`src/rtl/mips_pkg.sv`:
```
// Shared definitions for the MIPS write-back stage: load formats, defaults and
// the control portion of the MEM/WB pipeline register.
package mips_pkg;

    localparam int DATA_W_DEF = 32;
    localparam int REG_AW_DEF = 5;
    localparam int CNT_W_DEF  = 32;

    typedef enum logic [2:0] {
        LD_FULL  = 3'b000,
        LD_W     = 3'b001,
        LD_H     = 3'b010,
        LD_HU    = 3'b011,
        LD_B     = 3'b100,
        LD_BU    = 3'b101,
        LD_WU    = 3'b110,
        LD_FULL2 = 3'b111
    } load_type_t;

    // Width-independent fields; the parametrised data/address fields sit beside it.
    typedef struct packed {
        logic       valid;
        logic       to_reg;
        logic       reg_write;
        load_type_t load_type;
    } mem_wb_t;

    function automatic logic is_signed_load(input load_type_t lt);
        logic res;
        case (lt)
            LD_W, LD_H, LD_B: res = 1'b1;
            default:          res = 1'b0;
        endcase
        return res;
    endfunction

endpackage

```
`src/rtl/wb_stage_pipe_load_align.sv`:
```
// Little-endian sub-word load extraction with sign or zero extension.
module load_align
    import mips_pkg::*;
#(
    parameter int DATA_W = DATA_W_DEF
) (
    input  logic [DATA_W-1:0]            rdata,
    input  logic [$clog2(DATA_W/8)-1:0]  addr_lo,
    input  load_type_t                   load_type,
    output logic [DATA_W-1:0]            ext_data
);

    localparam int OFF_W = $clog2(DATA_W/8);
    localparam logic [OFF_W-1:0] H_MASK = ~OFF_W'(1'b1);
    localparam logic [OFF_W-1:0] W_MASK = ~OFF_W'(2'b11);

    logic [OFF_W-1:0] h_off_s;
    logic [OFF_W-1:0] w_off_s;
    logic [7:0]       b_s;
    logic [15:0]      h_s;
    logic [31:0]      w_s;
    logic             sgn_s;

    // Lane selection: the low offset bits below the access size are dropped.
    always_comb begin
        h_off_s = addr_lo & H_MASK;
        w_off_s = addr_lo & W_MASK;
        b_s     = 8'(rdata >> {addr_lo, 3'b000});
        h_s     = 16'(rdata >> {h_off_s, 3'b000});
        w_s     = 32'(rdata >> {w_off_s, 3'b000});
        sgn_s   = is_signed_load(load_type);
    end

    // Extension to the full datapath width.
    always_comb begin
        ext_data = rdata;
        case (load_type)
            LD_W, LD_WU: begin
                if (sgn_s) begin
                    ext_data = DATA_W'(signed'(w_s));
                end else begin
                    ext_data = DATA_W'(w_s);
                end
            end
            LD_H, LD_HU: begin
                if (sgn_s) begin
                    ext_data = DATA_W'(signed'(h_s));
                end else begin
                    ext_data = DATA_W'(h_s);
                end
            end
            LD_B, LD_BU: begin
                if (sgn_s) begin
                    ext_data = DATA_W'(signed'(b_s));
                end else begin
                    ext_data = DATA_W'(b_s);
                end
            end
            default: ext_data = rdata;
        endcase
    end

endmodule

```
`src/rtl/wb_stage_pipe.sv`:
```
// MIPS write-back stage: MEM/WB register with stall/flush, load alignment,
// register-file write port, retire pulse and retired-instruction counter.
module wb_stage_pipe
    import mips_pkg::*;
#(
    parameter int DATA_W = DATA_W_DEF,
    parameter int REG_AW = REG_AW_DEF,
    parameter int CNT_W  = CNT_W_DEF
) (
    input  logic                          clk,
    input  logic                          rst_n,
    input  logic                          mem_valid,
    input  logic                          mem_to_reg,
    input  logic                          mem_reg_write,
    input  logic [2:0]                    mem_load_type,
    input  logic [$clog2(DATA_W/8)-1:0]   mem_addr_lo,
    input  logic [DATA_W-1:0]             mem_rdata,
    input  logic [DATA_W-1:0]             mem_alu_result,
    input  logic [REG_AW-1:0]             mem_dest,
    input  logic                          wb_stall,
    input  logic                          wb_flush,
    output logic                          wb_en,
    output logic [REG_AW-1:0]             wb_addr,
    output logic [DATA_W-1:0]             wb_data,
    output logic                          wb_retire,
    output logic [CNT_W-1:0]              retire_count
);

    localparam int OFF_W = $clog2(DATA_W/8);

    mem_wb_t             ctrl_q,    ctrl_d;
    logic [OFF_W-1:0]    addr_lo_q, addr_lo_d;
    logic [DATA_W-1:0]   rdata_q,   rdata_d;
    logic [DATA_W-1:0]   alu_q,     alu_d;
    logic [REG_AW-1:0]   dest_q,    dest_d;
    logic                fresh_q,   fresh_d;
    logic [CNT_W-1:0]    cnt_q,     cnt_d;
    logic [DATA_W-1:0]   ld_data_s;

    // Next-state for the pipeline register; flush outranks stall.
    always_comb begin
        ctrl_d    = ctrl_q;
        addr_lo_d = addr_lo_q;
        rdata_d   = rdata_q;
        alu_d     = alu_q;
        dest_d    = dest_q;
        fresh_d   = 1'b0;
        if (wb_flush) begin
            ctrl_d.valid = 1'b0;
        end else if (wb_stall) begin
            fresh_d = 1'b0;
        end else begin
            ctrl_d.valid     = mem_valid;
            ctrl_d.to_reg    = mem_to_reg;
            ctrl_d.reg_write = mem_reg_write;
            ctrl_d.load_type = load_type_t'(mem_load_type);
            addr_lo_d        = mem_addr_lo;
            rdata_d          = mem_rdata;
            alu_d            = mem_alu_result;
            dest_d           = mem_dest;
            fresh_d          = mem_valid;
        end
    end

    // The counter advances at capture so it already includes the instruction
    // whose retire pulse is being presented.
    always_comb begin
        if (fresh_d) begin
            cnt_d = cnt_q + CNT_W'(1'b1);
        end else begin
            cnt_d = cnt_q;
        end
    end

    // State registers.
    always_ff @(posedge clk or negedge rst_n) begin
        if (!rst_n) begin
            ctrl_q    <= '{valid: 1'b0, to_reg: 1'b0, reg_write: 1'b0, load_type: LD_FULL};
            addr_lo_q <= '0;
            rdata_q   <= '0;
            alu_q     <= '0;
            dest_q    <= '0;
            fresh_q   <= 1'b0;
            cnt_q     <= '0;
        end else begin
            ctrl_q    <= ctrl_d;
            addr_lo_q <= addr_lo_d;
            rdata_q   <= rdata_d;
            alu_q     <= alu_d;
            dest_q    <= dest_d;
            fresh_q   <= fresh_d;
            cnt_q     <= cnt_d;
        end
    end

    load_align #(
        .DATA_W (DATA_W)
    ) u_load_align (
        .rdata     (rdata_q),
        .addr_lo   (addr_lo_q),
        .load_type (ctrl_q.load_type),
        .ext_data  (ld_data_s)
    );

    // Register-file write port and retire outputs.
    always_comb begin
        wb_en        = ctrl_q.valid & ctrl_q.reg_write & (dest_q != '0);
        wb_addr      = dest_q;
        if (ctrl_q.to_reg) begin
            wb_data = ld_data_s;
        end else begin
            wb_data = alu_q;
        end
        wb_retire    = ctrl_q.valid & fresh_q;
        retire_count = cnt_q;
    end

endmodule

```
`config.mk`:
```
export PLATFORM = sky130hd
export DESIGN_NAME = wb_stage_pipe
export DESIGN_NICKNAME = d
export VERILOG_FILES = /design/src/rtl/mips_pkg.sv /design/src/rtl/wb_stage_pipe_load_align.sv /design/src/rtl/wb_stage_pipe.sv
export SDC_FILE = /design/constraint.sdc
export NUM_CORES = 1
export LEC_CHECK = 0
export ABC_AREA = 1
export ABC_CLOCK_PERIOD_IN_PS = 3000
export CORE_ASPECT_RATIO = 1.5
export CORE_UTILIZATION = 54
export DETAILED_ROUTE_END_ITERATION = 10
export PLACE_DENSITY = 0.92
export SLEW_MARGIN = 25
export SYNTH_ARGS = -nofsm -noshare
export SYNTH_HDL_FRONTEND = slang
export SYNTH_SLANG_ARGS = --single-unit
```
`constraint.sdc`:
```
create_clock -name clk -period 3 [get_ports clk]
set_clock_uncertainty 0.1 [all_clocks]
set_input_delay 0.3 -clock clk [delete_from_list [all_inputs] [get_ports clk]]
set_output_delay 0.3 -clock clk [all_outputs]
set_load 0.1 [all_outputs]
```
==> results.json <==
{
  "status": "completed",
  "async_flop_share_pct": 100,
  "cp-end-kind": "output port",
  "grt_pass1_vias": 5870,
  "finalSetupTns_ns": 0,
  "path_max_fanout": 31,
  "crit_start": "addr_lo_q[1]",
  "fmax_mhz": 365,
  "p_sw_mw": 2.31,
  "drv_cap": 0,
  "rows": 47,
  "worstHoldStart": "mem_rdata[26]",
  "path_clk_slew_ns": 0.07,
  "clock_sinks": 110,
  "synth_nets": 902,
  "numCtsBuffers": 9,
  "track_usage_pct": 30.2,
  "dieArea_sq_mm": 0.0116,
  "yosysMostFrequentCell": "nand2_1",
  "boundaryPins": 152,
  "fin_ws_ns": 0.257,
  "wirelength_mm": 17.0,
  "slew_violations": 0,
  "die_height_microns": 132,
  "relSlewSlack_pct": 46.2,
  "viasPerCell": 5.31,
  "finalPower_mw": 5.45,
  "p_per_area_mw_per_mm2": 666,
  "worst_pin_slew_ns": 0.805,
  "synth_top_cell_by_area": "dfrtp_1",
  "grt_pass1_wl_mm": 27.0,
  "path_class": "reg -> out",
  "ys_types": 32,
  "combPwrFrac_pct": 44.3,
  "critPathRequiredTime_ns": 2.60,
  "h-tree-depth": 3,
  "num_antenna_cells": 0,
  "drive_above_1_share_pct": 12.9,
  "clk_latency_ns": 0.34,
  "syn2layout_area_growth_pct": 35.2,
  "n_fill_cell": 792,
  "grt_max_degree": 148,
  "cts_buffer_depth": 2,
  "root_buffer": "clkbuf_16",
  "ant_nets": 0,
  "start_kind": "flip-flop",
  "setup_viol": 0,
  "swShare_pct": 42.5,
  "synthFlopType": "dfrtp_1",
  "period_share_pct": 91.4,
  "slowest_stage": "nand3_2",
  "ir_drop_mv": 0.599,
  "rsz0062_at_grt": "no",
  "synth_cells": 820,
  "syn_area_sq_mm": 0.00605,
  "grt.overflow.total": 0,
  "hold_violations": 0,
  "yosys-top-cells-area": "dfrtp_1, nand2_1, o21ai_0",
  "regToRegStartpoint": "retire_count[1]",
  "final_util_pct": 74.4,
  "yosysWarnings": 0,
  "antenna_found_initial": 0,
  "syn_avg_cell_area_sq_um": 7.38,
  "drt_iter0_drc": 363,
  "port-buffer-count": 151,
  "power.leakage_nw": 3.92,
  "path_cells": "buf_4, a21oi_1, o21ai_1, nand3_2, nand2_1, nand2_1, o21ai_1, buf_12",
  "place_ws_ns": 0.569,
  "whs_ns": 0.413,
  "vias": 5874,
  "synth.top_cell.area_share_pct": 45.5,
  "tritoncts": "done",
  "synth-edff-count": 0,
  "slowest_delay_ns": 0.43,
  "drc_errors": 0,
  "ys_seq_area_share_pct": 45.5,
  "yosys_register_bits": 110,
  "fp.dieW_microns": 88.4,
  "fin_nets": 1037,
  "drt_pass1_iterations": 5,
  "hpwl_mm": 12.4,
  "final.min_clock_period_ns": 2.74,
  "start_util_pct": 55.0,
  "core-area_sq_mm": 0.0110,
  "seq_power_share_pct": 32.2,
  "pwr-share-clk_pct": 23.5,
  "cp.arrival_ns": 2.34,
  "p_int_mw": 3.13,
  "place.gp.congestion": 0.941,
  "hold_path_class": "in -> reg",
  "wire_per_inst_microns": 15.4,
  "synthTopCellsByCount": "nand2_1, inv_1, o21ai_0"
}
==> placed cells by master (no fill, tap or decap), types with 2 or more instances in the layout <==
master           instances
a21oi_1                 10
o21ai_0                115
nor3_1                   2
xnor2_1                  9
clkbuf_16                9
nand3_2                  3
nor2_4                  11
clkdlybuf4s50_1         79
clkbuf_1                 2
inv_2                    2
nand2_4                  5
nand2_1                260
dfrtp_1                110
inv_1                  126
nand2_2                  4
xor2_1                   7
nor2_1                  51
clkinv_2                 2
buf_4                   43
nand3_1                 17
o21ai_1                 22
nand3b_1                18
bufinv_16                2
buf_12                  33
nor2_2                   2
mux2_2                   5
==> worst max-delay path, delay by kind of cell, from the launching register on <==
kind                   cells  cell delay, ns
AO/OA/AOI/OAI              3            0.36
buffers and inverters      2            0.52
flip-flops                 1            0.40
AND/OR/NAND/NOR            3            0.72
==> final cells by class <==
| cell class | count | area (sq um) | area share [%] |
|---|---|---|---|
| well taps | 147 | 184 | 2.25 |
| multi-input cells | 550 | 2670 | 32.6 |
| clock inverters | 4 | 70.1 | 0.856 |
| clock buffers | 12 | 246 | 3.01 |
| inverters | 128 | 480 | 5.87 |
| repair buffers | 156 | 1780 | 21.8 |
| flip-flops and latches | 110 | 2750 | 33.6 |
==> power groups by stage <==
| stage | sequential (mW) | clock, mW | combinational [mW] |
|---|---|---|---|
| 2_1_floorplan | 2.05 | 0 | 1.29 |
| 3_3_place_gp | 1.77 | 0 | 2.36 |
| 3_5_place_dp | 1.78 | 0 | 2.39 |
| 4_1_cts | 1.76 | 1.29 | 2.41 |
| 5_1_grt | 1.78 | 1.33 | 2.53 |
| 6_report | 1.76 | 1.28 | 2.41 |
==> flip-flops by register name (all words and copies together), names as in the netlist <==
| signal | cells |
|---|---|
| addr_lo_q | 2 |
| fresh_q | 1 |
| alu_q | 32 |
| ctrl_q | 6 |
| rdata_q | 32 |
| retire_count | 32 |
| wb_addr | 5 |
==> per-layer routing <==
layer	wire length [microns]	global-route usage (%)
met3	1180	5.72
met4	1050	19.1
met5	0	0
met2	8780	53.6
met1	6000	31.5
==> metrics by stage <==
stage / instances / cell area [sq um]
detailed placement: 1090 / 7850
global route: 1107 / 8180
global placement: 1090 / 7850
finish: 1107 / 8180
floorplan: 820 / 6050
CTS: 1107 / 8180
==> path summary, 6_finish.rpt <==
| kind | endpoint | slack, ns | cells past startpoint |
|---|---|---|---|
| max | wb_data[13] | 0.26 | 8 |
| min | rdata_q[26] | 0.41 | 3 |
| max reg2reg | retire_count[18] | 1.23 | 10 |
| min reg2reg | alu_q[7] | 0.42 | 1 |
| max in group asynchronous | ctrl_q[5] | 1.61 | 3 |
| min in group asynchronous | alu_q[16] | 0.44 | 2 |
==> kinds of logic (layout without fill, tap and decap cells) <==
| family | count (synthesis) | after routing | share of synthesized area (%) |
|---|---|---|---|
| flops | 110 | 110 | 45.5 |
| simple gates | 377 | 377 | 27.7 |
| buf+inv | 160 | 300 | 10.6 |
| mux | 5 | 5 | 0.930 |
| xor+xnor | 17 | 17 | 2.58 |
| compound gates | 150 | 150 | 12.5 |
| fa+ha+maj | 1 | 1 | 0.207 |
==> what timing repair did <==
| action | 4_1_cts | 5_1_grt |
|---|---|---|
| setup buffers | 0 | 0 |
| gates resized for setup | 0 | 1 |
| endpoints found under the setup margin | 0 | 1 |
| endpoints found under the hold margin | 49 | 0 |
| hold buffers | 1 | 0 |
Note: power is estimated with default switching activity, not from simulation.
